==> config.mk <==
export PLATFORM = sky130hd
export DESIGN_NAME = ka_4bit
export DESIGN_NICKNAME = d
export VERILOG_FILES = /design/src/rtl/ka_pkg.sv /design/src/rtl/ka_mul3.sv /design/src/rtl/ka_4bit.sv
export SDC_FILE = /design/constraint.sdc
export NUM_CORES = 1
export LEC_CHECK = 0
export BUFFER_PORTS_ARGS = -buffer_cell sky130_fd_sc_hd__buf_4
export CAP_MARGIN = 15
export CORE_UTILIZATION = 50
export DETAILED_ROUTE_END_ITERATION = 6
export MAX_ROUTING_LAYER = met4
export PLACE_DENSITY = 0.73
export SYNTH_ARGS = -nofsm -noshare
export SYNTH_HDL_FRONTEND = slang
export SYNTH_SLANG_ARGS = --single-unit
==> constraint.sdc <==
create_clock -name clk -period 11.2 [get_ports clk]
set_input_delay 1.68 -clock clk [delete_from_list [all_inputs] [get_ports clk]]
set_output_delay 1.68 -clock clk [all_outputs]
set_load 0.1 [all_outputs]
==> src/rtl/ka_pkg.sv <==
// -----------------------------------------------------------------------------
// ka_pkg
// Shared definitions for the ka_4bit Karatsuba multiplier leaf.
//   KA_W     : operand width (4)
//   KA_HALF  : half-operand width (2)
//   KA_PW    : product width (8)
//   ka_prod_t: full-width unsigned product
//   ka_part_t: the three Karatsuba partial products handed from the
//              partial-product stage to the recombination stage
//   ka_recombine(): y = (z2<<4) + ((z1-z2-z0)<<2) + z0
// -----------------------------------------------------------------------------
package ka_pkg;

    localparam int KA_W    = 4;
    localparam int KA_HALF = 2;
    localparam int KA_PW   = 8;

    typedef logic [KA_PW-1:0] ka_prod_t;

    typedef struct packed {
        logic [3:0] z0;   // aL*bL, max 9
        logic [3:0] z2;   // aH*bH, max 9
        logic [5:0] z1;   // (aH+aL)*(bH+bL), max 36
    } ka_part_t;

    // The middle term z1-z2-z0 equals aH*bL + aL*bH, so it cannot go
    // negative (max 18) and a 6-bit unsigned subtraction is exact. The
    // shifted terms sum to at most 225, so the 8-bit add cannot overflow.
    function automatic ka_prod_t ka_recombine(input ka_part_t p);
        logic [5:0] mid;
        mid = p.z1 - {2'b00, p.z2} - {2'b00, p.z0};
        return {p.z2, 4'b0000} + {mid, 2'b00} + {4'b0000, p.z0};
    endfunction

endpackage

==> src/rtl/ka_mul3.sv <==
// -----------------------------------------------------------------------------
// ka_mul3
// Combinational unsigned 3x3 -> 6-bit multiplier used for the three
// Karatsuba partial products.
// Ports:
//   x : 3-bit unsigned operand
//   y : 3-bit unsigned operand
//   p : 6-bit unsigned product x*y
// -----------------------------------------------------------------------------
module ka_mul3 (
    input  logic [2:0] x,
    input  logic [2:0] y,
    output logic [5:0] p
);

    // Widen both operands first so the multiply is evaluated at 6 bits.
    assign p = {3'b000, x} * {3'b000, y};

endmodule

==> src/rtl/ka_4bit.sv <==
// -----------------------------------------------------------------------------
// ka_4bit
// Unsigned 4x4 -> 8-bit Karatsuba multiplier with a streaming valid flag.
// Three narrow partial products (z0, z2, z1) are formed from the 2-bit
// halves and recombined into the full product.
//
// Configuration macro: KA_4BIT_PIPE_EN
//   defined   : partial products registered, then output registered
//               (latency 2)
//   undefined : partial products feed recombination combinationally,
//               only the output register remains (latency 1)
//
// Ports:
//   clk       : rising-edge clock
//   rst       : synchronous active-high reset
//   in_valid  : a/b are sampled this cycle
//   a, b      : 4-bit unsigned operands
//   out_valid : y holds a valid product
//   y         : 8-bit unsigned product a*b
// -----------------------------------------------------------------------------
module ka_4bit
    import ka_pkg::*;
(
    input  logic       clk,
    input  logic       rst,
    input  logic       in_valid,
    input  logic [3:0] a,
    input  logic [3:0] b,
    output logic       out_valid,
    output logic [7:0] y
);

    // ---------------------------------------------------------------
    // Partial products
    // ---------------------------------------------------------------
    logic [2:0] sa, sb;
    logic [5:0] z0_full, z2_full, z1_full;
    logic [3:0] unused_hi;
    ka_part_t   part_comb;

    assign sa = {1'b0, a[3:2]} + {1'b0, a[1:0]};
    assign sb = {1'b0, b[3:2]} + {1'b0, b[1:0]};

    ka_mul3 u_z0 (.x({1'b0, a[1:0]}), .y({1'b0, b[1:0]}), .p(z0_full));
    ka_mul3 u_z2 (.x({1'b0, a[3:2]}), .y({1'b0, b[3:2]}), .p(z2_full));
    ka_mul3 u_z1 (.x(sa),             .y(sb),             .p(z1_full));

    // 2-bit x 2-bit products never exceed 9, so the top bits are always 0.
    assign unused_hi = {z0_full[5:4], z2_full[5:4]};

    assign part_comb = '{z0: z0_full[3:0], z2: z2_full[3:0], z1: z1_full};

    // ---------------------------------------------------------------
    // Optional partial-product register stage
    // ---------------------------------------------------------------
    logic     st_valid;
    ka_part_t st_part;

`ifdef KA_4BIT_PIPE_EN
    logic     s1_valid_q, s1_valid_d;
    ka_part_t s1_part_q,  s1_part_d;

    always_comb begin
        // NOTE: every always_comb output gets a default before any branch,
        // otherwise a path that skips the assignment infers a latch.
        s1_valid_d = in_valid;
        s1_part_d  = s1_part_q;
        if (in_valid) begin
            s1_part_d = part_comb;
        end
    end

    always_ff @(posedge clk) begin
        // NOTE: sequential state uses non-blocking assignments so every
        // flop samples the pre-edge values, independent of block order.
        if (rst) begin
            s1_valid_q <= 1'b0;
            s1_part_q  <= '0;
        end else begin
            s1_valid_q <= s1_valid_d;
            s1_part_q  <= s1_part_d;
        end
    end

    assign st_valid = s1_valid_q;
    assign st_part  = s1_part_q;
`else
    assign st_valid = in_valid;
    assign st_part  = part_comb;
`endif

    // ---------------------------------------------------------------
    // Recombination and output register
    // ---------------------------------------------------------------
    logic     out_valid_q, out_valid_d;
    ka_prod_t y_q,         y_d;

    always_comb begin
        out_valid_d = st_valid;
        y_d         = y_q;          // hold the last product while idle
        if (st_valid) begin
            y_d = ka_recombine(st_part);
        end
    end

    always_ff @(posedge clk) begin
        // NOTE: data registers are reset too, so y reads 0 after reset
        // rather than a stale product from before it.
        if (rst) begin
            out_valid_q <= 1'b0;
            y_q         <= '0;
        end else begin
            out_valid_q <= out_valid_d;
            y_q         <= y_d;
        end
    end

    assign out_valid = out_valid_q;
    assign y         = y_q;

endmodule

==> run_results.csv, run 1 <==
group,metric,value,unit
synthesis,yosys.area.top_type,"ha_1",
die,die-height,48.61,um
synthesis,seq_area_frac_synth,0.1659,
worst_setup_path,r2r_start,"y[7]$_SDFFE_PP0P_",
layout,diodes,0,
timing,skew,0,ns
die,start_util,0.5425,
synthesis,netlist.area_leader.share,0.2304,
cts,postCtsSetupRepairBufs,0,
detailed_routing,firstDrtPassIters,2,
worst_setup_path,cp_max_fo,4,
worst_setup_path,path_class,"in -> reg",
timing,min_period,6.077,ns
global_route,antenna_found_initial,0,
detailed_routing,via_per_inst,5.069,
placed_design,place.gp.congestion,0.7814,
cts,cts_hold_buffers,0,
timing,grt_setup_unrepaired,"false",
cts,cts_htree_levels,1,
cts,insertion_delay,0.25,ns
synthesis,ys_types,26,
cts,cts_tree,"yes",
worst_setup_path,cp.arrival,6.27,ns
detailed_routing,postRouteAntennaNets,0,
die,dieArea,2362,um^2
layout,layout-area-overhead-vs-synth,17.97,%
global_route,grt_max_degree,14,
placed_design,place_ws,4.838,ns
synthesis,syn_nets,154,
placed_design,io_buffers,19,
synthesis,synth-warning-count,0,
global_route,grt_overflow,0,
timing,max_clock_freq,164.6,MHz
cts,cts.reportedPaths.clkPinSlew,0.06,ns
synthesis,ys_seq_elements,9,
worst_setup_path,start_kind,"input port",
cts,clock-root-buffer,"clkbuf_4",
global_route,track_usage,0.2030,
timing,tns,0,ns
synthesis,syn_avg_cell_area,9.697,um^2
timing,relSlewSlack,0.8162,
worst_setup_path,cp.required,11.39,ns
worst_setup_path,setup.worst_path.end_class,"flip-flop",
cts,cts_buffer_depth,2,
synthesis,synth_area,1086,um^2
outcome,outcome,"finished clean",
detailed_routing,num_vias,811,
detailed_routing,wire_per_inst,11.73,um
detailed_routing,drc,0,
synthesis,synth_edf_count,0,
timing,setup_slack,5.123,ns
placed_design,dp_hpwl,1.675,mm
detailed_routing,wirelength,1.877,mm
pwr,power_density,209.6,nW/um^2
die,die_w,48.61,um
synthesis,yosysMostFrequentCell,"ha_1",
global_route,grt_pass1_wl,3.519,mm
pwr,ir_worst_vdd,106.8,uV
cts,numCtsBuffers,3,
detailed_routing,drt_iter0_drc,4,
die,placementRows,16,
synthesis,synth_common_cells,"ha_1 (20), and2_1 (14), fa_1 (11)",
timing,finalHoldViolCount,0,
die,core_area,2002,um^2
timing,worst_pin_slew,0.2780,ns
synthesis,ys_async_sr_fraction,0,
cts,cts_resized,0,
pwr,p_leak,0.6575,nW
timing,drv_slew,0,
layout,nets,176,
synthesis,synthTopCellsByArea,"ha_1 (23%), fa_1 (20%), dfxtp_1 (17%)",
synthesis,synthFlopType,"dfxtp_1",
cts,clkSinkCount,9,
min_path,hold_start,"y[0]$_SDFFE_PP0P_",
flow_run,drv_cap,0,
min_path,hold_path.class,"reg -> reg",
worst_setup_path,crit_start,"b[0]",
timing,min_period_over_period,0.5426,
die,io_pins,20,
layout,fill_cells,183,
global_route,grt_pass1_vias,861,
layout,drive_gt1_frac,0.1955,
timing,setup_viol,0,
synthesis,synth_cells,112,
registers in the layout, summed over array words and instances, names as in the netlist:
signal	count
out_valid	1
y	8
critical path: stages:
cell     delay, ns
buf_4         0.12
ha_1          0.20
fa_1          0.38
and2_1        0.18
fa_1          0.46
fa_1          0.52
fa_1          0.55
ha_1          0.31
a21o_1        0.15
a21oi_1       0.16
xnor2_1       0.14
ha_1          0.29
and3_4        0.19
a221o_1       0.34
or4_1         0.48
nand4_1       0.11
per-layer routing:
| layer | global-route usage | vias up | wire [um] |
|---|---|---|---|
| li1 | - | 425 | - |
| met5 | - | - | 0 |
| met2 | 0.3264 | 9 | 938 |
| met1 | 0.2381 | 375 | 888 |
| met3 | 0.01887 | 2 | 21 |
| met4 | 0.1422 | 0 | 27 |
cell families (layout without fill, tap and decap cells):
group                      after synthesis  after routing  share of synthesized area
xor gates and xnor gates                 6              6                    0.04839
adders and majority gates               31             31                     0.4332
muxes                                    3              3                    0.02765
AOI/OAI and AO/OA                       15             15                    0.08871
buffers and inverters                   12             33                    0.04148
and+or+nand+nor                         36             36                     0.1947
DFF                                      9              9                     0.1659
area by class of cell:
type / instances / area (um^2) / share of cell area
Clock buffer: 4 / 26.28 / 0.02051
Inverter: 10 / 37.54 / 0.02930
Multi-Input combinational cell: 91 / 860.8 / 0.6719
Sequential cell: 9 / 180.2 / 0.1406
Tap cell: 27 / 33.78 / 0.02637
Timing Repair Buffer: 19 / 142.6 / 0.1113
cell usage in the layout (no fill, tap or decap):
cell type / Yosys / layout
a21oi_1: 6 / 6
nand4_1: 1 / 1
mux2i_1: 3 / 3
nand2_1: 4 / 4
buf_4: 0 / 19
and3_4: 1 / 1
xnor2_1: 2 / 2
ha_1: 20 / 20
and2_1: 14 / 14
nor2_1: 5 / 5
a211oi_1: 1 / 1
dfxtp_1: 9 / 9
o22ai_1: 2 / 2
o211ai_1: 1 / 1
fa_1: 11 / 11
nand2b_1: 4 / 4
a21o_1: 2 / 2
o21ai_0: 1 / 1
a221o_1: 1 / 1
a21o_2: 1 / 1
inv_1: 10 / 10
nand3_1: 2 / 2
clkbuf_4: 0 / 3
clkbuf_1: 2 / 1
and3_1: 2 / 2
or4_1: 1 / 1
or3b_2: 2 / 2
xor2_1: 4 / 4
path summary, 6_finish.rpt:
| check | end | slack [ns] | cells after the start |
|---|---|---|---|
| setup reg to reg | y[7]$_SDFFE_PP0P_ | 10.27 | 2 |
| setup / recovery | y[7]$_SDFFE_PP0P_ | 5.12 | 16 |
| hold reg to reg | y[0]$_SDFFE_PP0P_ | 0.47 | 2 |
| hold / removal | y[0]$_SDFFE_PP0P_ | 0.47 | 2 |
metrics by stage:
stage | area, um^2 | util | cells | hold WS (ns) | total power [mW]
floorplan | 1086 | - | 112 | 0.9194 | 0.2084
global placement | 1255 | 0.6269 | 156 | 0.4584 | 0.2392
detailed placement | 1255 | 0.6269 | 156 | 0.4649 | 0.2452
CTS | 1281 | 0.6400 | 160 | 0.4751 | 0.2716
global route | 1281 | 0.6400 | 160 | 0.5083 | 0.2909
finish | 1281 | 0.6400 | 160 | 0.4706 | 0.2685
power breakdown:
group | switching (mW) | internal, mW
sequential | 0.00331 | 0.0395
combinational | 0.124 | 0.0775
clock | 0.0105 | 0.0137
Power figures use the tool's default switching activity.
==> inputs of run 2 (changes only) <==
Settings changed: PLACE_DENSITY 0.73 to 0.76.
Clock period 11.2 ns to 5.5 ns, I/O delays scaled along.
==> run 2 against run 1 <==
Utilization stayed put. Power is 100% higher. Setup slack worse by 4.8 ns. Highest routed layer unchanged. Critical path type unchanged. Sequential power is 100% higher. Largest cell class unchanged.
==> run_results.csv, run 2 (same netlist as run 1, synthesis figures left out) <==
group,metric,value,unit
global_route,grt_max_degree,14,
worst_setup_path,cp_max_fo,4,
layout,fin_util,0.6400,
worst_setup_path,reg2reg_to,"y[7]$_SDFFE_PP0P_",
placed_design,place.gp.congestion,0.7742,
cts,cts.reportedPaths.clkPinSlew,0.06,ns
min_path,hold_start,"y[0]$_SDFFE_PP0P_",
cts,cts_htree_levels,1,
global_route,track_usage,0.2015,
flow_run,drv_cap,0,
layout,final_cells,160,
die,dieArea,2362,um^2
min_path,min_to,"y[0]$_SDFFE_PP0P_",
timing,setup_viol,0,
cts,cts_tree,"yes",
timing,min_period,5.198,ns
pwr,power_density,429.4,nW/um^2
cts,clock-root-buffer,"clkbuf_4",
detailed_routing,num_vias,834,
timing,grt_setup_unrepaired,"false",
global_route,grt_pass1_wl,3.532,mm
cts,cts_resized,0,
detailed_routing,firstDrtPassIters,3,
min_path,hold_path.class,"reg -> reg",
worst_setup_path,crit_chain,"buf_4 > and2_1 > ha_1 > ha_1 > inv_1 > fa_1 > fa_1 > fa_1 > ha_1 > a21o_1 > a21oi_1 > xnor2_1 > ha_1 > and3_4 > a221o_1 > or4_1 > nand4_1",
timing,skew,0,ns
placed_design,dp_hpwl,1.717,mm
worst_setup_path,setup.worst_path.end_class,"flip-flop",
timing,finalHoldViolCount,0,
global_route,grt_pass1_vias,847,
global_route,antenna_found_initial,0,
die,start_util,0.5425,
die,placementRows,16,
timing,min_period_over_period,0.9452,
worst_setup_path,cp_top_family,"adder cells",
timing,relSlewSlack,0.8156,
die,core_area,2002,um^2
pwr,ir_worst_vdd,243.6,uV
worst_setup_path,worst-path-buf-inv,2,
min_path,whs_path_depth,2,
layout,largest_reg_flops,8,
worst_setup_path,r2r_setup_slack,4.58,ns
timing,max_clock_freq,192.4,MHz
worst_setup_path,crit_slowest_cell,"fa_1",
worst_setup_path,cp.arrival,5.40,ns
cts,insertion_delay,0.26,ns
timing,tns,0,ns
layout,diodes,0,
worst_setup_path,start_kind,"input port",
timing,finalHoldWorstSlack,0.4798,ns
outcome,outcome,"finished clean",
die,io_pins,20,
detailed_routing,drt_iter0_drc,12,
detailed_routing,via_per_inst,5.213,
worst_setup_path,cp.required,5.70,ns
placed_design,placedCellCount,156,
die,die_w,48.61,um
worst_setup_path,path_class,"in -> reg",
layout,mostFrequentLayoutCells,"ha_1 (20), buf_4 (19), and2_1 (14), fa_1 (11), inv_1 (10)",
detailed_routing,drc,0,
pwr,p_leak,0.6575,nW
layout,layout_commonest_cell,"ha_1",
layout,layout-area-overhead-vs-synth,17.97,%
global_route,grt_overflow,0,
cts,clkSinkCount,9,
worst_setup_path,r2r_start,"y[7]$_SDFFE_PP0P_",
layout,drive_gt1_frac,0.1955,
detailed_routing,wire_per_inst,12.24,um
worst_setup_path,max_stage_delay,0.54,ns
timing,drv_slew,0,
cts,cts_buffer_depth,2,
cts,cts_hold_buffers,0,
placed_design,io_buffers,19,
worst_setup_path,cp_common_cell,"ha_1",
detailed_routing,postRouteAntennaNets,0,
worst_setup_path,worstRegToRegCells,2,
timing,worst_pin_slew,0.2788,ns
die,die-height,48.61,um
cts,postCtsSetupRepairBufs,0,
layout,nets,176,
cts,numCtsBuffers,3,
detailed_routing,wirelength,1.959,mm
==> run 2: how the worst max path moves through the flow <==
stage,from,to,cells past startpoint
final,a[0],y[7]$_SDFFE_PP0P_,17
after global routing,b[0],y[7]$_SDFFE_PP0P_,16
after CTS,b[0],y[7]$_SDFFE_PP0P_,16
after detailed placement,a[0],y[7]$_SDFFE_PP0P_,17
after global placement,a[0],y[7]$_SDFFE_PP0P_,17
after floorplan,b[0],y[7]$_SDFFE_PP0P_,15
==> run 2: tightest hold or removal path, stage by stage (launching register included) <==
cell and delay [ns]:
dfxtp_1 0.31, nand2b_1 0.07, a21oi_1 0.06
==> run 2: where the power goes <==
part,switching [mW],leakage [nW],internal (mW)
Clock,0.0236,0.0150,0.0280
Sequential,0.00645,0.0743,0.0803
Combinational,0.254,0.568,0.158
Total,0.284,0.657,0.266
==> run 2: layout make-up <==
cell class,count,area [um^2]
sequential,9,180.2
inverter,10,37.54
multi-input combinational,91,860.8
clock buffer,4,26.28
fill,189,720.7
tap,27,33.78
timing repair buffer,19,142.6
==> run 2: stage by stage <==
step | power (mW) | cell area (um^2) | setup WS (ns)
2_1_floorplan | 0.4244 | 1086 | 0.3308
3_3_place_gp | 0.4858 | 1255 | 0.1089
3_5_place_dp | 0.5014 | 1255 | 0.01095
4_1_cts | 0.5562 | 1281 | 0.2854
5_1_grt | 0.6048 | 1281 | 0.04324
6_report | 0.5501 | 1281 | 0.3016
==> run 2: metal layers <==
metal | track usage | part of all wire | routed length [um]
met1 | 0.2475 | 0.47 | 925
met4 | 0.08824 | 0.014 | 27
met2 | 0.3356 | 0.50 | 973
met5 | - | 0 | 0
met3 | 0.01887 | 0.017 | 33
